==> config.mk <==
export PLATFORM = sky130hd
export DESIGN_NAME = hazard_unit
export DESIGN_NICKNAME = d
export VERILOG_FILES = /design/src/rtl/hazard_pkg.sv /design/src/rtl/hazard_cmp.sv /design/src/rtl/hazard_unit.sv
export SDC_FILE = /design/constraint.sdc
export NUM_CORES = 1
export LEC_CHECK = 0
export BUFFER_PORTS_ARGS = -buffer_cell sky130_fd_sc_hd__clkbuf_2
export CORE_MARGIN = 10
export CORE_UTILIZATION = 51
export DETAILED_ROUTE_END_ITERATION = 6
export HOLD_SLACK_MARGIN = 0.02
export PLACE_DENSITY = 0.95
export SYNTH_ARGS = -nofsm -noshare
export SYNTH_HDL_FRONTEND = slang
export SYNTH_SLANG_ARGS = --single-unit
==> constraint.sdc <==
create_clock -name clk_i -period 6.2 [get_ports clk_i]
set_input_delay 0.62 -clock clk_i [delete_from_list [all_inputs] [get_ports clk_i]]
set_output_delay 0.62 -clock clk_i [all_outputs]
set_load 0.02 [all_outputs]
==> src/rtl/hazard_pkg.sv <==
// Shared definitions for the pipeline hazard unit.
// Holds the FSM state encodings and the state-width constant.
// No logic; imported by hazard_unit and hazard_cmp.
package hazard_pkg;

  localparam int STATE_W = 2;

  // Encoding 3 is never entered; the FSM returns to RUN from it.
  typedef enum logic [STATE_W-1:0] {
    RUN      = 2'd0,
    MEM_WAIT = 2'd1,
    FLUSH    = 2'd2,
    ST_BAD   = 2'd3
  } state_t;

endpackage

==> src/rtl/hazard_cmp.sv <==
// Load-use detector: a load in EX whose destination is read by the ID instruction.
// Latency: purely combinational, zero cycles.
// Backpressure: none; the result feeds the hazard FSM.
module hazard_cmp
  import hazard_pkg::*;
(
  input  logic       ex_is_load_i,
  input  logic [4:0] ex_rd_i,
  input  logic [4:0] id_rs1_i,
  input  logic [4:0] id_rs2_i,
  input  logic       id_uses_rs1_i,
  input  logic       id_uses_rs2_i,
  output logic       load_use_o
);

  logic rs1_hit;
  logic rs2_hit;

  // x0 is hardwired to zero, so a load targeting it never creates a dependency.
  always_comb begin
    rs1_hit    = id_uses_rs1_i && (id_rs1_i == ex_rd_i);
    rs2_hit    = id_uses_rs2_i && (id_rs2_i == ex_rd_i);
    load_use_o = ex_is_load_i && (ex_rd_i != 5'd0) && (rs1_hit || rs2_hit);
  end

endmodule

==> src/rtl/hazard_unit.sv <==
// Pipeline hazard unit: memory-wait stall, taken-branch flush, load-use bubble.
// Latency: outputs are combinational from state, counters and current inputs.
// Backpressure: stall_o freezes IF/ID/EX; memory stall outranks flush outranks load-use.
// Optional HAZARD_STALL_CNT_EN: saturating count of stalled cycles on stall_cnt_o.
module hazard_unit
  import hazard_pkg::*;
#(
  parameter int FLUSH_CYCLES = 2,
  parameter int MEM_TIMEOUT  = 255
) (
  input  logic               clk_i,
  input  logic               rst_ni,
  input  logic [4:0]         id_rs1_i,
  input  logic [4:0]         id_rs2_i,
  input  logic               id_uses_rs1_i,
  input  logic               id_uses_rs2_i,
  input  logic               ex_is_load_i,
  input  logic [4:0]         ex_rd_i,
  input  logic               mem_req_i,
  input  logic               mem_ack_i,
  input  logic               branch_taken_i,
  output logic               stall_o,
  output logic               bubble_o,
  output logic               flush_o,
  output logic               mem_err_o,
  output logic [STATE_W-1:0] state_o,
  output logic [31:0]        stall_cnt_o
);

  localparam logic [3:0] FLUSH_INIT = 4'(FLUSH_CYCLES - 1);
  localparam logic [8:0] TO_LIMIT   = 9'(MEM_TIMEOUT - 1);

  state_t     state_q, state_d;
  logic [7:0] mem_cnt_q, mem_cnt_d;
  logic [3:0] flush_cnt_q, flush_cnt_d;
  logic [8:0] mem_cnt_inc;
  logic       load_use;
  logic       mem_miss;
  logic       stall, bubble, flush, mem_err;

  hazard_cmp u_cmp (
    .ex_is_load_i  (ex_is_load_i),
    .ex_rd_i       (ex_rd_i),
    .id_rs1_i      (id_rs1_i),
    .id_rs2_i      (id_rs2_i),
    .id_uses_rs1_i (id_uses_rs1_i),
    .id_uses_rs2_i (id_uses_rs2_i),
    .load_use_o    (load_use)
  );

  // State and counter registers; reset aborts any wait or flush in progress.
  always_ff @(posedge clk_i or negedge rst_ni) begin
    if (!rst_ni) begin
      state_q     <= RUN;
      mem_cnt_q   <= '0;
      flush_cnt_q <= '0;
    end else begin
      state_q     <= state_d;
      mem_cnt_q   <= mem_cnt_d;
      flush_cnt_q <= flush_cnt_d;
    end
  end

  // Next-state and hazard outputs. The wait count includes the current
  // cycle, so the timeout fires on MEM_WAIT cycle MEM_TIMEOUT-1; an ack
  // in that same cycle wins over the timeout.
  always_comb begin
    state_d     = state_q;
    mem_cnt_d   = mem_cnt_q;
    flush_cnt_d = flush_cnt_q;
    stall       = 1'b0;
    bubble      = 1'b0;
    flush       = 1'b0;
    mem_err     = 1'b0;
    mem_miss    = mem_req_i && !mem_ack_i;
    mem_cnt_inc = {1'b0, mem_cnt_q} + 9'd1;
    case (state_q)
      RUN: begin
        if (mem_miss) begin
          stall     = 1'b1;
          state_d   = MEM_WAIT;
          mem_cnt_d = '0;
        end else if (branch_taken_i) begin
          flush = 1'b1;
          if (FLUSH_CYCLES > 1) begin
            state_d     = FLUSH;
            flush_cnt_d = FLUSH_INIT;
          end
        end else if (load_use) begin
          stall  = 1'b1;
          bubble = 1'b1;
        end
      end
      MEM_WAIT: begin
        if (mem_ack_i) begin
          state_d = RUN;
        end else if (mem_cnt_inc >= TO_LIMIT) begin
          mem_err = 1'b1;
          state_d = RUN;
        end else begin
          stall     = 1'b1;
          mem_cnt_d = mem_cnt_inc[7:0];
        end
      end
      FLUSH: begin
        flush = 1'b1;
        if (mem_miss) begin
          stall = 1'b1;
        end else begin
          flush_cnt_d = flush_cnt_q - 4'd1;
          if (flush_cnt_q <= 4'd1) state_d = RUN;
        end
      end
      default: state_d = RUN;
    endcase
  end

  // Input-driven terms are masked so every output reads 0 while reset is held.
  assign stall_o   = rst_ni && stall;
  assign bubble_o  = rst_ni && bubble;
  assign flush_o   = rst_ni && flush;
  assign mem_err_o = rst_ni && mem_err;
  assign state_o   = state_q;

`ifdef HAZARD_STALL_CNT_EN
  logic [31:0] stall_cnt_q;

  // Saturating count of stalled cycles.
  always_ff @(posedge clk_i or negedge rst_ni) begin
    if (!rst_ni) begin
      stall_cnt_q <= '0;
    end else if (stall_o && (stall_cnt_q != 32'hFFFF_FFFF)) begin
      stall_cnt_q <= stall_cnt_q + 32'd1;
    end
  end

  assign stall_cnt_o = stall_cnt_q;
`else
  assign stall_cnt_o = 32'd0;
`endif

endmodule

* Word level (Yosys, flattened, before mapping)
Index checks and enable logic that the tools add are counted.
** Operators by class
- Add/subtract/negate cells :: 2
- Multipliers :: 0
- Div/mod/pow operators :: 0
- Order comparisons :: 2
- Equal/unequal tests :: 13
- Shift operators :: 0
- Mux-type cells :: 30
- Bitwise logic cells :: 0
- Reductions and logical operators :: 18
** Operators by type and width (count)
- $mux 8 :: 3
- $pmux 8 s2 :: 1
- $ne 2x2->1 const B :: 7
- $mux 1 :: 13
- $mux 2 :: 6
- $mux 4 :: 3
- $reduce_and 4->1 :: 3
- $eq 5x5->1 :: 2
- $add 8x1->9 const B :: 1
- $ge 9x8->1 const B :: 1
- $logic_and 1x1->1 :: 9
- $pmux 4 s2 :: 1
- $ne 3x3->1 const B :: 2
- $pmux 2 s3 :: 1
- $reduce_bool 5->1 :: 1
- $le 4x1->1 const B :: 1
- $reduce_bool 2->1 :: 2
- $sub 4x1->4 const B :: 1
- $pmux 1 s3 :: 1
- $eq 2x1->1 const B :: 1
- $eq 2x2->1 const B :: 1
- $logic_not 2->1 :: 1
- $pmux 1 s2 :: 1
- $logic_not 1->1 :: 1
- $logic_or 1x1->1 :: 1
** Word-level totals
- Register bits :: 14
- Latch bits :: 0
- RAM bits :: 0
- ROM bits :: 0
- Input port bits :: 23
- Output and inout bits :: 38
- Memories :: 0

* Longest topological paths before layout
- Word-level depth :: 9
- Depth in mapped cells :: 9
- Mapped depth without buffers :: 8

* Cells and area by module
From an unflattened synthesis, not the netlist that was laid out.
** Second synthesis, totals
- Cells, all modules :: 149
- Area, all modules :: 1272.5 um2
** By module, submodules not included
- hazard_unit :: times used 1, cells an instance 132, area each 1138.6 um2, sequential area each 350.3 um2
- hazard_cmp :: times used 1, cells an instance 17, area each 133.9 um2, sequential area each 0.0 um2

* Worst setup path after synthesis
No wires, ideal clock.
- Path type :: flip-flop to output port
- From :: register mem_cnt_q[0]
- To :: output stall_o
- Arrival time :: 1.761 ns
- Data required time :: 5.580 ns
- Slack :: 3.819 ns
- Stages on the path, launching flop included :: 7
- Path buffers :: 0
- Path through :: dfrtp_1 ha_1 and4b_1 mux2i_1 o22ai_2 a21oi_2 o21a_1
** Between the ends
- Cells in the longest elaborated chain, start to end :: 6
** Ends and longest elaborated chain
- from (decl) :: RTL line hazard_unit.sv:34 : logic [7:0] mem_cnt_q, mem_cnt_d;
- from (signal assigned) :: RTL line hazard_unit.sv:59 : mem_cnt_q <= mem_cnt_d;
- $add 8x1->9 :: RTL line hazard_unit.sv:76 : mem_cnt_inc = {1'b0, mem_cnt_q} + 9'd1;
- $ge 9x8->1 :: RTL line hazard_unit.sv:97 : end else if (mem_cnt_inc >= TO_LIMIT) begin
- $mux 1 :: RTL line hazard_unit.sv:97
- $mux 1 :: RTL line hazard_unit.sv:95 : if (mem_ack_i) begin
- $pmux 1 s3 :: RTL line hazard_unit.sv:77 : case (state_q)
- $logic_and 1x1->1 :: RTL line hazard_unit.sv:119 : assign stall_o = rst_ni && stall;
- to (decl) :: RTL line hazard_unit.sv:22 : output logic stall_o,
Every way passes these cells.

* Final worst setup path
- From :: register mem_cnt_q[3]
- To :: output stall_o
The elaborated chain is that of the path after synthesis.

==> impl_metrics.ini <==
[outcome]
status = completed

[detailed_routing]
vias_per_cell = 5.39
drc = 0
first_pass_iters = 4
wire_per_inst_um = 15.0
routed_wl_mm = 3.25
vias = 1170
detail-route-antenna-nets = 0
drt-initial-drc-count = 137

[yosys]
syn-instance-count = 163
synth-async-reset-ratio_pct = 100
post_synth_num_cell_types = 45
netlist.area_leader.share_pct = 25.9
yosys-top-cells-area = dfrtp_1 (26%), buf_4 (18%), xor2_1 (5.2%)
synth-seq-area-share_pct = 25.9
synth_top_area_cell = dfrtp_1
ys.flop_type = dfrtp_1
yosysWarnings = 0
ys_ff_latch = 14
synth_area_per_cell_um2 = 8.29
synth-edff-count = 0
syn_area_um2 = 1350
synth_common_cells = buf_4 (33), dfrtp_1 (14), nand2_1 (14), xor2_1 (8)
yosysMostFrequentCell = buf_4

[hold_path]
hold_class = input port to async pin

[grt]
overflow = 0
grt_max_degree = 19
grt_use_met2_pct = 21.2
met1_usage_pct = 12.4
grt-busiest-layer = met2
groute.usage.overall_pct = 12.0
grt_pass1_wl_mm = 5.23
grt_pass1_vias = 1171
antenna_found_initial = 0
met3_usage_pct = 3.58

[sta]
fin_skew_ns = 0.00432
timing.final.crit_share_pct = 48.3
drv_slew = 0
hold_viol = 0
finalSetupViolations = 0
fmax_mhz = 334
period_needed_ns = 2.99
rsz0062_at_grt = false
tns_ns = 0

[layout]
nets = 216
seqCellArea_um2 = 350
drive_gt1_share_pct = 19.8
area_delta_synth_final_pct = 3.06
diodes = 0
fillCellCount = 238
layoutNonFillerInstCount = 217
utilization_pct = 55.7
multi_input_comb_area_um2 = 815

[power]
power_density_nw_per_um2 = 263
ir_worst_vdd_mv = 0.249
p_leak_nw = 0.655
total_power_w = 0.000366

[placed_design]
io_buffers = 28
place.gp.congestion = 0.801
place_inst = 214
hpwl_mm = 2.71

[clock_network]
clockBufferDepth = 2
cts_tree = yes
numCtsBuffers = 3
post_cts_buffers = 0
clkTransAtPathRegs_ns = 0.08
clock_latency_ns = 0.28
cts_root_buffer = clkbuf_4
ctsHtreeMaxLevel = 1
numClockSinks = 14
postCtsResizedCells = 0
cts_hold_buffers = 0

[floorplanning]
rows = 18
die_w_um = 71.5
dieArea_um2 = 5110
io_pins = 61
die_h_um = 71.5
initial_core_util_pct = 54.1
coreArea_um2 = 2500

[critical_path]
timing.critical_path.arrival_ns = 2.37
end_kind = output port
reg2reg_from = mem_cnt_q[3]$_DFFE_PN0P_
path_class = register to output port
startpoint_type = register
rr_worst_depth = 6
crit_start = mem_cnt_q[3]$_DFFE_PN0P_
required_ns = 5.58
crit_fanout = 12

[run]
maxCapViolations = 0
==> critical path: stages, from the launching register on <==
cell and delay (ns):
dfrtp_1 0.55, nand4_1 0.22, or3_1 0.37, a221oi_2 0.36, a21oi_2 0.19, o21a_1 0.23, clkbuf_2 0.16
==> placed cells by master, fill, tap and decap left out, types with 2 or more instances in the layout <==
cell	instances
conb_1	32
clkbuf_2	28
nand2_1	14
dfrtp_1	14
xor2_1	8
nor2_1	7
a21oi_1	7
nand3_1	7
inv_1	6
o21ai_1	5
o21ai_0	5
a31oi_1	5
ha_1	4
nor4_1	3
mux2i_1	3
clkbuf_4	3
xnor2_1	2
and3_1	2
o221ai_1	2
nand2b_1	2
nand4_1	2
nor2b_1	2
nor3_1	2
a22o_1	2
nand4b_1	2
==> registers in the layout, summed over array words and instances, names as in the netlist <==
register	flops
flush_cnt_q	4
mem_cnt_q	8
state_o	2
==> layer usage <==
| layer | vias up | wire length, µm | share of wire, % |
|---|---|---|---|
| li1 | 565 | - | - |
| met4 | 0 | 181 | 5.6 |
| met2 | 52 | 1720 | 53 |
| met1 | 537 | 1170 | 36 |
| met5 | - | 0 | 0 |
| met3 | 16 | 179 | 5.5 |
==> final cells by class <==
class	instances	share of cell area, %
timing repair buffer	28	10.1
tap	30	2.70
clock buffer	3	1.62
inverter	7	1.98
multi-input combinational	135	58.5
sequential	14	25.2
==> stage by stage <==
stage / hold WS [ns] / instance area, µm² / setup slack (ns)
2_1_floorplan: 0.324 / 1470 / 3.82
3_3_place_gp: 0.506 / 1370 / 3.60
3_5_place_dp: 0.520 / 1370 / 3.55
4_1_cts: 0.263 / 1390 / 3.24
5_1_grt: 0.278 / 1390 / 3.06
6_report: 0.253 / 1390 / 3.21
==> report_power, final <==
group | internal (W) | switching [W]
Combinational | 0.0000594 | 0.0000922
Sequential | 0.000116 | 0.0000477
Clock | 0.0000226 | 0.0000286
==> logic make-up after synthesis <==
logic type,after synthesis,synth area share [%]
muxes,3,2.22
xor gates and xnor gates,10,6.48
other,1,0.278
adders and majority gates,4,3.70
AOI/OAI and AO/OA,36,18.5
and+or+nand+nor,50,20.5
buffers and inverters,45,22.4
DFF,14,25.9
==> worst paths after layout <==
check / endpoint / slack [ns]
max: stall_o / 3.21
min: mem_cnt_q[4]$_DFFE_PN0P_ / 0.25
max reg2reg: mem_cnt_q[6]$_DFFE_PN0P_ / 3.91
min reg2reg: flush_cnt_q[1]$_DFFE_PN0P_ / 0.53
max in group asynchronous: state_o[1]$_DFFE_PN0P_ / 5.65
min in group clk_i: flush_cnt_q[1]$_DFFE_PN0P_ / 0.53
Power figures use the tool's default switching activity.
